**config.mk**
```make
export PLATFORM = sky130hd
export DESIGN_NAME = fix_tx_arbiter_flat
export DESIGN_NICKNAME = d
export VERILOG_FILES = /design/src/rtl/fix_tx_arbiter_pkg.sv /design/src/rtl/fix_tx_arbiter_if.sv /design/src/rtl/fix_tx_arbiter_ch_buffer.sv /design/src/rtl/fix_tx_arbiter.sv /design/src/flat_wrapper.sv
export SDC_FILE = /design/constraint.sdc
export NUM_CORES = 1
export LEC_CHECK = 0
export ABC_AREA = 1
export BUFFER_PORTS_ARGS = -buffer_cell sky130_fd_sc_hd__buf_4
export CORE_MARGIN = 4
export CORE_UTILIZATION = 50
export CTS_CLUSTER_SIZE = 25
export DETAILED_ROUTE_END_ITERATION = 8
export GPL_TIMING_DRIVEN = 1
export PLACE_DENSITY = 0.73
export SYNTH_ARGS = -nofsm -noshare
export SYNTH_HDL_FRONTEND = slang
export SYNTH_SLANG_ARGS = --single-unit
```
**constraint.sdc**
```tcl
create_clock -name clk -period 3.71 [get_ports clk]
set_input_delay 0.1855 -clock clk [delete_from_list [all_inputs] [get_ports clk]]
set_output_delay 0.1855 -clock clk [all_outputs]
set_load 0.03 [all_outputs]
```
**src/rtl/fix_tx_arbiter_pkg.sv**
```systemverilog
// fix_tx_arbiter_pkg: shared states, buffer entry type and round-robin search for the tx arbiter
package fix_tx_arbiter_pkg;
  localparam int MAX_CH = 32;
  localparam logic [0:0] ARB_IDLE = 1'b0;
  localparam logic [0:0] ARB_SEND = 1'b1;
  typedef struct packed {
    logic       last;
    logic [7:0] data;
  } entry_t;
  function automatic int rr_pick(input logic [MAX_CH-1:0] elig, input int n, input int start);
    int idx;
    rr_pick = -1;
    for (int i = MAX_CH - 1; i >= 0; i--) begin
      if (i < n) begin
        idx = start + i;
        if (idx >= n) idx -= n;
        if (elig[idx]) rr_pick = idx;
      end
    end
  endfunction
endpackage

```
**src/rtl/fix_tx_arbiter_if.sv**
```systemverilog
// fix_tx_arbiter_if: per-channel engine streams in, merged TOE stream out
interface fix_tx_arbiter_if #(
  parameter int NUM_CH = 2,
  parameter int CH_W   = $clog2(NUM_CH)
);
  logic [NUM_CH-1:0]      ch_write_i;
  logic [NUM_CH-1:0][7:0] ch_message_i;
  logic [NUM_CH-1:0]      ch_last_i;
  logic [NUM_CH-1:0]      ch_full_o;
  logic [NUM_CH-1:0]      ch_ovf_o;
  logic                   fifo_full_i;
  logic                   fifo_write_o;
  logic [7:0]             message_o;
  logic [CH_W-1:0]        channel_o;
  logic                   last_o;
  modport master (
    output ch_write_i, ch_message_i, ch_last_i, fifo_full_i,
    input  ch_full_o, ch_ovf_o, fifo_write_o, message_o, channel_o, last_o
  );
  modport slave (
    input  ch_write_i, ch_message_i, ch_last_i, fifo_full_i,
    output ch_full_o, ch_ovf_o, fifo_write_o, message_o, channel_o, last_o
  );
endinterface

```
**src/rtl/fix_tx_arbiter_ch_buffer.sv**
```systemverilog
// fix_ch_buffer: one channel's {last, byte} FIFO with byte and complete-message counts
module fix_ch_buffer
  import fix_tx_arbiter_pkg::*;
#(
  parameter int DEPTH = 16
) (
  input  logic       clk,
  input  logic       rst,
  input  logic       write,
  input  logic       last,
  input  logic [7:0] data,
  input  logic       pop,
  output logic       full,
  output logic       ovf,
  output logic       eligible,
  output logic       avail,
  output entry_t     head
);
  localparam int AW = $clog2(DEPTH);
  entry_t        mem [DEPTH];
  logic [AW-1:0] wp, rp;
  logic [AW:0]   cnt, msgs;
  logic          push;
  assign full     = cnt == (AW+1)'(DEPTH);
  assign push     = write && !full;
  // a full buffer is eligible so messages longer than DEPTH cut through
  assign eligible = msgs != '0 || full;
  assign avail    = cnt != '0;
  assign head     = mem[rp];
  always_ff @(posedge clk)
    if (push) mem[wp] <= {last, data};
  always_ff @(posedge clk) begin
    if (rst) begin
      wp   <= '0;
      rp   <= '0;
      cnt  <= '0;
      msgs <= '0;
      ovf  <= 1'b0;
    end else begin
      wp   <= wp + AW'(push);
      rp   <= rp + AW'(pop);
      cnt  <= cnt + (AW+1)'(push) - (AW+1)'(pop);
      msgs <= msgs + (AW+1)'(push && last) - (AW+1)'(pop && head.last);
      ovf  <= ovf | (write && full);
    end
  end
endmodule

```
**src/rtl/fix_tx_arbiter.sv**
```systemverilog
// fix_tx_arbiter: merges NUM_CH FIX engine byte streams into one TOE stream, whole messages round-robin
module fix_tx_arbiter
  import fix_tx_arbiter_pkg::*;
#(
  parameter int NUM_CH = 2,
  parameter int DEPTH  = 16,
  parameter int CH_W   = $clog2(NUM_CH)
) (
  input logic             clk,
  input logic             rst,
  fix_tx_arbiter_if.slave bus
);
  logic [0:0]        state;
  logic [CH_W-1:0]   rr, grant;
  logic [NUM_CH-1:0] elig, avail, pop, full, ovf;
  entry_t            head [NUM_CH];
  entry_t            cur;
  logic              pop_en;
  int                pick;
  genvar c;
  generate
    for (c = 0; c < NUM_CH; c++) begin : g_ch
      fix_ch_buffer #(.DEPTH(DEPTH)) u_buf (
        .clk      (clk),
        .rst      (rst),
        .write    (bus.ch_write_i[c]),
        .last     (bus.ch_last_i[c]),
        .data     (bus.ch_message_i[c]),
        .pop      (pop[c]),
        .full     (full[c]),
        .ovf      (ovf[c]),
        .eligible (elig[c]),
        .avail    (avail[c]),
        .head     (head[c])
      );
    end
  endgenerate
  assign bus.ch_full_o = full;
  assign bus.ch_ovf_o  = ovf;
  always_comb begin
    cur    = head[grant];
    pop_en = state == ARB_SEND && !bus.fifo_full_i && avail[grant];
    pop    = pop_en ? NUM_CH'(1) << grant : '0;
    pick   = rr_pick(MAX_CH'(elig), NUM_CH, int'(rr));
  end
  always_ff @(posedge clk) begin
    if (rst) begin
      state            <= ARB_IDLE;
      rr               <= '0;
      grant            <= '0;
      bus.fifo_write_o <= 1'b0;
      bus.message_o    <= '0;
      bus.channel_o    <= '0;
      bus.last_o       <= 1'b0;
    end else begin
      bus.fifo_write_o <= pop_en;
      if (pop_en) begin
        bus.message_o <= cur.data;
        bus.channel_o <= grant;
        bus.last_o    <= cur.last;
      end
      if (state == ARB_IDLE && pick >= 0) begin
        grant <= CH_W'(pick);
        state <= ARB_SEND;
      end
      // grant is released only when the last byte of the message leaves
      if (pop_en && cur.last) begin
        rr    <= grant == CH_W'(NUM_CH - 1) ? '0 : grant + CH_W'(1);
        state <= ARB_IDLE;
      end
    end
  end
endmodule
```
**src/flat_wrapper.sv**
```systemverilog
// flat-port wrapper written by rule: the top's interface ports become plain ports
module fix_tx_arbiter_flat import fix_tx_arbiter_pkg::*;
#(
  parameter int NUM_CH = 2,
  parameter int DEPTH  = 16,
  parameter int CH_W   = $clog2(NUM_CH)
)
  (clk, rst, bus_ch_write_i, bus_ch_message_i, bus_ch_last_i, bus_fifo_full_i, bus_ch_full_o, bus_ch_ovf_o, bus_fifo_write_o, bus_message_o, bus_channel_o, bus_last_o);
  fix_tx_arbiter_if #(.NUM_CH(NUM_CH), .CH_W(CH_W)) bus_i ();
  input logic clk;
  input logic rst;
  input wire logic [$bits(bus_i.ch_write_i)-1:0] bus_ch_write_i;
  input wire logic [$bits(bus_i.ch_message_i)-1:0] bus_ch_message_i;
  input wire logic [$bits(bus_i.ch_last_i)-1:0] bus_ch_last_i;
  input wire logic [$bits(bus_i.fifo_full_i)-1:0] bus_fifo_full_i;
  output wire logic [$bits(bus_i.ch_full_o)-1:0] bus_ch_full_o;
  output wire logic [$bits(bus_i.ch_ovf_o)-1:0] bus_ch_ovf_o;
  output wire logic [$bits(bus_i.fifo_write_o)-1:0] bus_fifo_write_o;
  output wire logic [$bits(bus_i.message_o)-1:0] bus_message_o;
  output wire logic [$bits(bus_i.channel_o)-1:0] bus_channel_o;
  output wire logic [$bits(bus_i.last_o)-1:0] bus_last_o;
  assign bus_i.ch_write_i = bus_ch_write_i;
  assign bus_i.ch_message_i = bus_ch_message_i;
  assign bus_i.ch_last_i = bus_ch_last_i;
  assign bus_i.fifo_full_i = bus_fifo_full_i;
  assign bus_ch_full_o = bus_i.ch_full_o;
  assign bus_ch_ovf_o = bus_i.ch_ovf_o;
  assign bus_fifo_write_o = bus_i.fifo_write_o;
  assign bus_message_o = bus_i.message_o;
  assign bus_channel_o = bus_i.channel_o;
  assign bus_last_o = bus_i.last_o;
  fix_tx_arbiter #(.NUM_CH(NUM_CH), .DEPTH(DEPTH), .CH_W(CH_W)) u_core (.clk(clk), .rst(rst), .bus(bus_i));
endmodule
```
==> impl_metrics.toml <==
[final_layout]
final_cell_mix = "edfxtp_1, nand2_1, nor2_1"
antenna_cells = 0
layout_commonest_cell = "edfxtp_1"
multiInputGateArea_sq_um = 3860
fillers = 2293
fin_cells = 1769
fin_util_pct = 58.0
seq_area_sq_um = 9690
area_growth_pct = 13.1
drive_above_1_share_pct = 8.27
fin_nets = 1425

[critical_path]
crit_type = "flip-flop to flip-flop"
cp_slowest_cell = "fa_1"
cp.arrival_ns = 3.48
cp-startpoint = "u_core.g_ch[0].u_buf.cnt[2]"
start_kind = "flip-flop"
max_stage_delay_ns = 0.41
path_cells = "inv_1 > ha_1 > nor3b_1 > nand2_1 > nand2_1 > inv_1 > nand2_1 > clkinv_1 > nand3_1 > inv_1 > ha_1 > inv_1 > ha_1 > fa_1 > nand2_1 > a21oi_1 > nor2_1 > o21ai_0 > a21oi_1"
cp_data_required_time_ns = 4.16
worstSetupEndpointType = "flip-flop"
r2r_start = "u_core.g_ch[0].u_buf.cnt[2]"
crit_fanout = 11

[sta]
rsz0062_at_grt = "false"
final_hold_viol_count = 0
fmax_ghz = 0.330
slew_headroom_pct = 24.2
drv_slew = 0
setup_tns_ns = 0
min_period_ns = 3.03
finalSetupViolations = 0
finClkSkew_ns = 0.0205
worst_pin_slew_ns = 1.13
min_period_over_period_pct = 81.6

[floorplan]
coreArea_sq_um = 28100
die_area_sq_um = 31600
fp-row-count = 61
ioPinCount = 38
die_height_um = 178
start_util_pct = 51.3
die_width_um = 178

[place]
port_buffers = 37
dp_hpwl_mm = 19.7
place_congestion = 0.897
dp_cells = 1694

[clock_network]
h-tree-depth = 2
clockBufferDepth = 3
tritoncts = "yes"
post_cts_buffers = 0
clk_latency_ns = 0.52
clk_pin_slew_worst_paths_ns = 0.06
cts_resized = 0
root_buffer = "clkbuf_16"
cts_buffers = 35
clock_sinks = 340

[logic_synthesis]
synth_cell_type_count = 26
synth_fp_nets = 1384
yosys.area_share.simple_pct = 16.4
syn_inst = 1325
avgSynthCellArea_sq_um = 10.9
syn_area_sq_um = 14400
synth_adder_area_share_pct = 3.34
synth_compound_area_share_pct = 6.47
yosys_warnings = 0
yosysSeqAreaShare_pct = 67.3
synth_top_family_by_area = "simple AND/OR/NAND/NOR gates"
synthMuxAreaShare_pct = 0
ys_ff_latch = 340
yosys.area_share.xor_xnor_pct = 0.547

[grt]
grt_max_degree = 98
track_usage_pct = 20.1
grt_pass1_vias = 9417
overflow = 0
grt_pass1_wl_mm = 49.6
antenna_found_initial = 0

[drt]
via_per_inst = 5.46
drc = 0
first_pass_iters = 5
vias = 9660
first_iter_violations = 956
ant_nets = 0
wl_per_cell_um = 17.8
wirelength_mm = 31.6

[worst_hold_path]
hold_class = "primary input to flip-flop"
hold_start = "bus_ch_message_i[1]"

[status]
status = "finished, final reports clean"

[pwr]
power.total_uw = 10100
peakVddDrop_uv = 428
leakagePower_uw = 0.00615
p_per_area_nw_per_um2 = 620

[run]
cap_viol_max_count = 0
metal layers:
metal / wire length, um / global-route usage [%]
met4: 775 / 6.03
met2: 15300 / 33.4
met1: 13200 / 27.3
met3: 2320 / 3.30
met5: 0 / 0
path summary, 6_finish.rpt:
kind / slack [ns] / cells after the start / endpoint
setup / recovery: 0.68 / 19 / u_core.g_ch[0].u_buf.msgs[4]
hold / removal: 0.02 / 1 / u_core.g_ch[0].u_buf.mem[10][1]
setup reg to reg: 0.68 / 19 / u_core.g_ch[0].u_buf.msgs[4]
hold reg to reg: 0.45 / 2 / u_core.g_ch[1].u_buf.ovf
synthesized netlist by cell type (all sizes together):
cell type / instances / share of area [%]
nand3: 136 / 4.7
buf: 45 / 2.0
ha: 32 / 2.8
nor3: 3 / 0.10
a211oi: 3 / 0.16
a31oi: 1 / 0.043
nor2: 194 / 5.1
fa: 4 / 0.56
inv: 126 / 3.3
dfxtp: 52 / 7.2
o211ai: 41 / 2.1
xor2: 4 / 0.24
nor3b: 2 / 0.10
edfxtp: 288 / 60
clkbuf: 21 / 0.55
a21oi: 35 / 1.2
nand4: 3 / 0.13
clkinv: 4 / 0.10
o21ai: 84 / 2.9
xnor2: 5 / 0.30
nand2: 242 / 6.3
where the power goes:
group / switching, uW / internal [uW] / leakage [uW]
logic: 1260 / 641 / 0.00254
registers: 139 / 4400 / 0.00303
clock network: 1450 / 2200 / 0.000588
stage by stage:
| stage | hold slack [ns] | cell area [sq um] | setup WS, ns |
|---|---|---|---|
| after floorplan | 0.284 | 14400 | 0.978 |
| final | 0.0164 | 16300 | 0.682 |
| after CTS | 0.00231 | 16300 | 0.675 |
| after detailed placement | 0.441 | 15000 | 0.693 |
| after global routing | 0.00546 | 16300 | 0.345 |
| after global placement | 0.439 | 15000 | 0.791 |
final cells by class:
class                   count  share of cell area (%)
repair buffers             70                    3.50
flip-flops and latches    340                    59.5
clock buffers              38                    5.58
clock inverters            24                    1.78
inverters                 130                    3.00
multi-input cells         789                    23.7
well taps                 378                    2.91
state kept, by name, summed over array words and instances (netlist names), 2 cells and up:
| register | count |
|---|---|
| u_core.bus.message_o | 8 |
| u_core.g_ch.u_buf.rp | 8 |
| u_core.g_ch.u_buf.msgs | 10 |
| u_core.g_ch.u_buf.wp | 8 |
| u_core.g_ch.u_buf.mem | 288 |
| u_core.g_ch.u_buf.ovf | 2 |
| u_core.g_ch.u_buf.cnt | 10 |
critical path: cells and delay by family (launching register included):
kind,cells,cell delay (ns)
AOI/OAI and AO/OA,3,0.30
buffers and inverters,5,0.46
and+or+nand+nor,7,0.87
DFF,1,0.31
adders and majority gates,4,1.02
timing repair:
| item | in CTS | in global routing |
|---|---|---|
| setup endpoints to repair | 0 | 0 |
| hold buffers | 13 | 0 |
| endpoints found under the hold margin | 171 | 0 |
cells by family after synthesis:
| kind of cell | after synthesis |
|---|---|
| AO/OA/AOI/OAI | 164 |
| adder cells (fa/ha/maj) | 36 |
| XOR/XNOR | 9 |
| buffers and inverters | 196 |
| AND/OR/NAND/NOR | 580 |
| flip-flops | 340 |
Power figures use the tool's default switching activity.
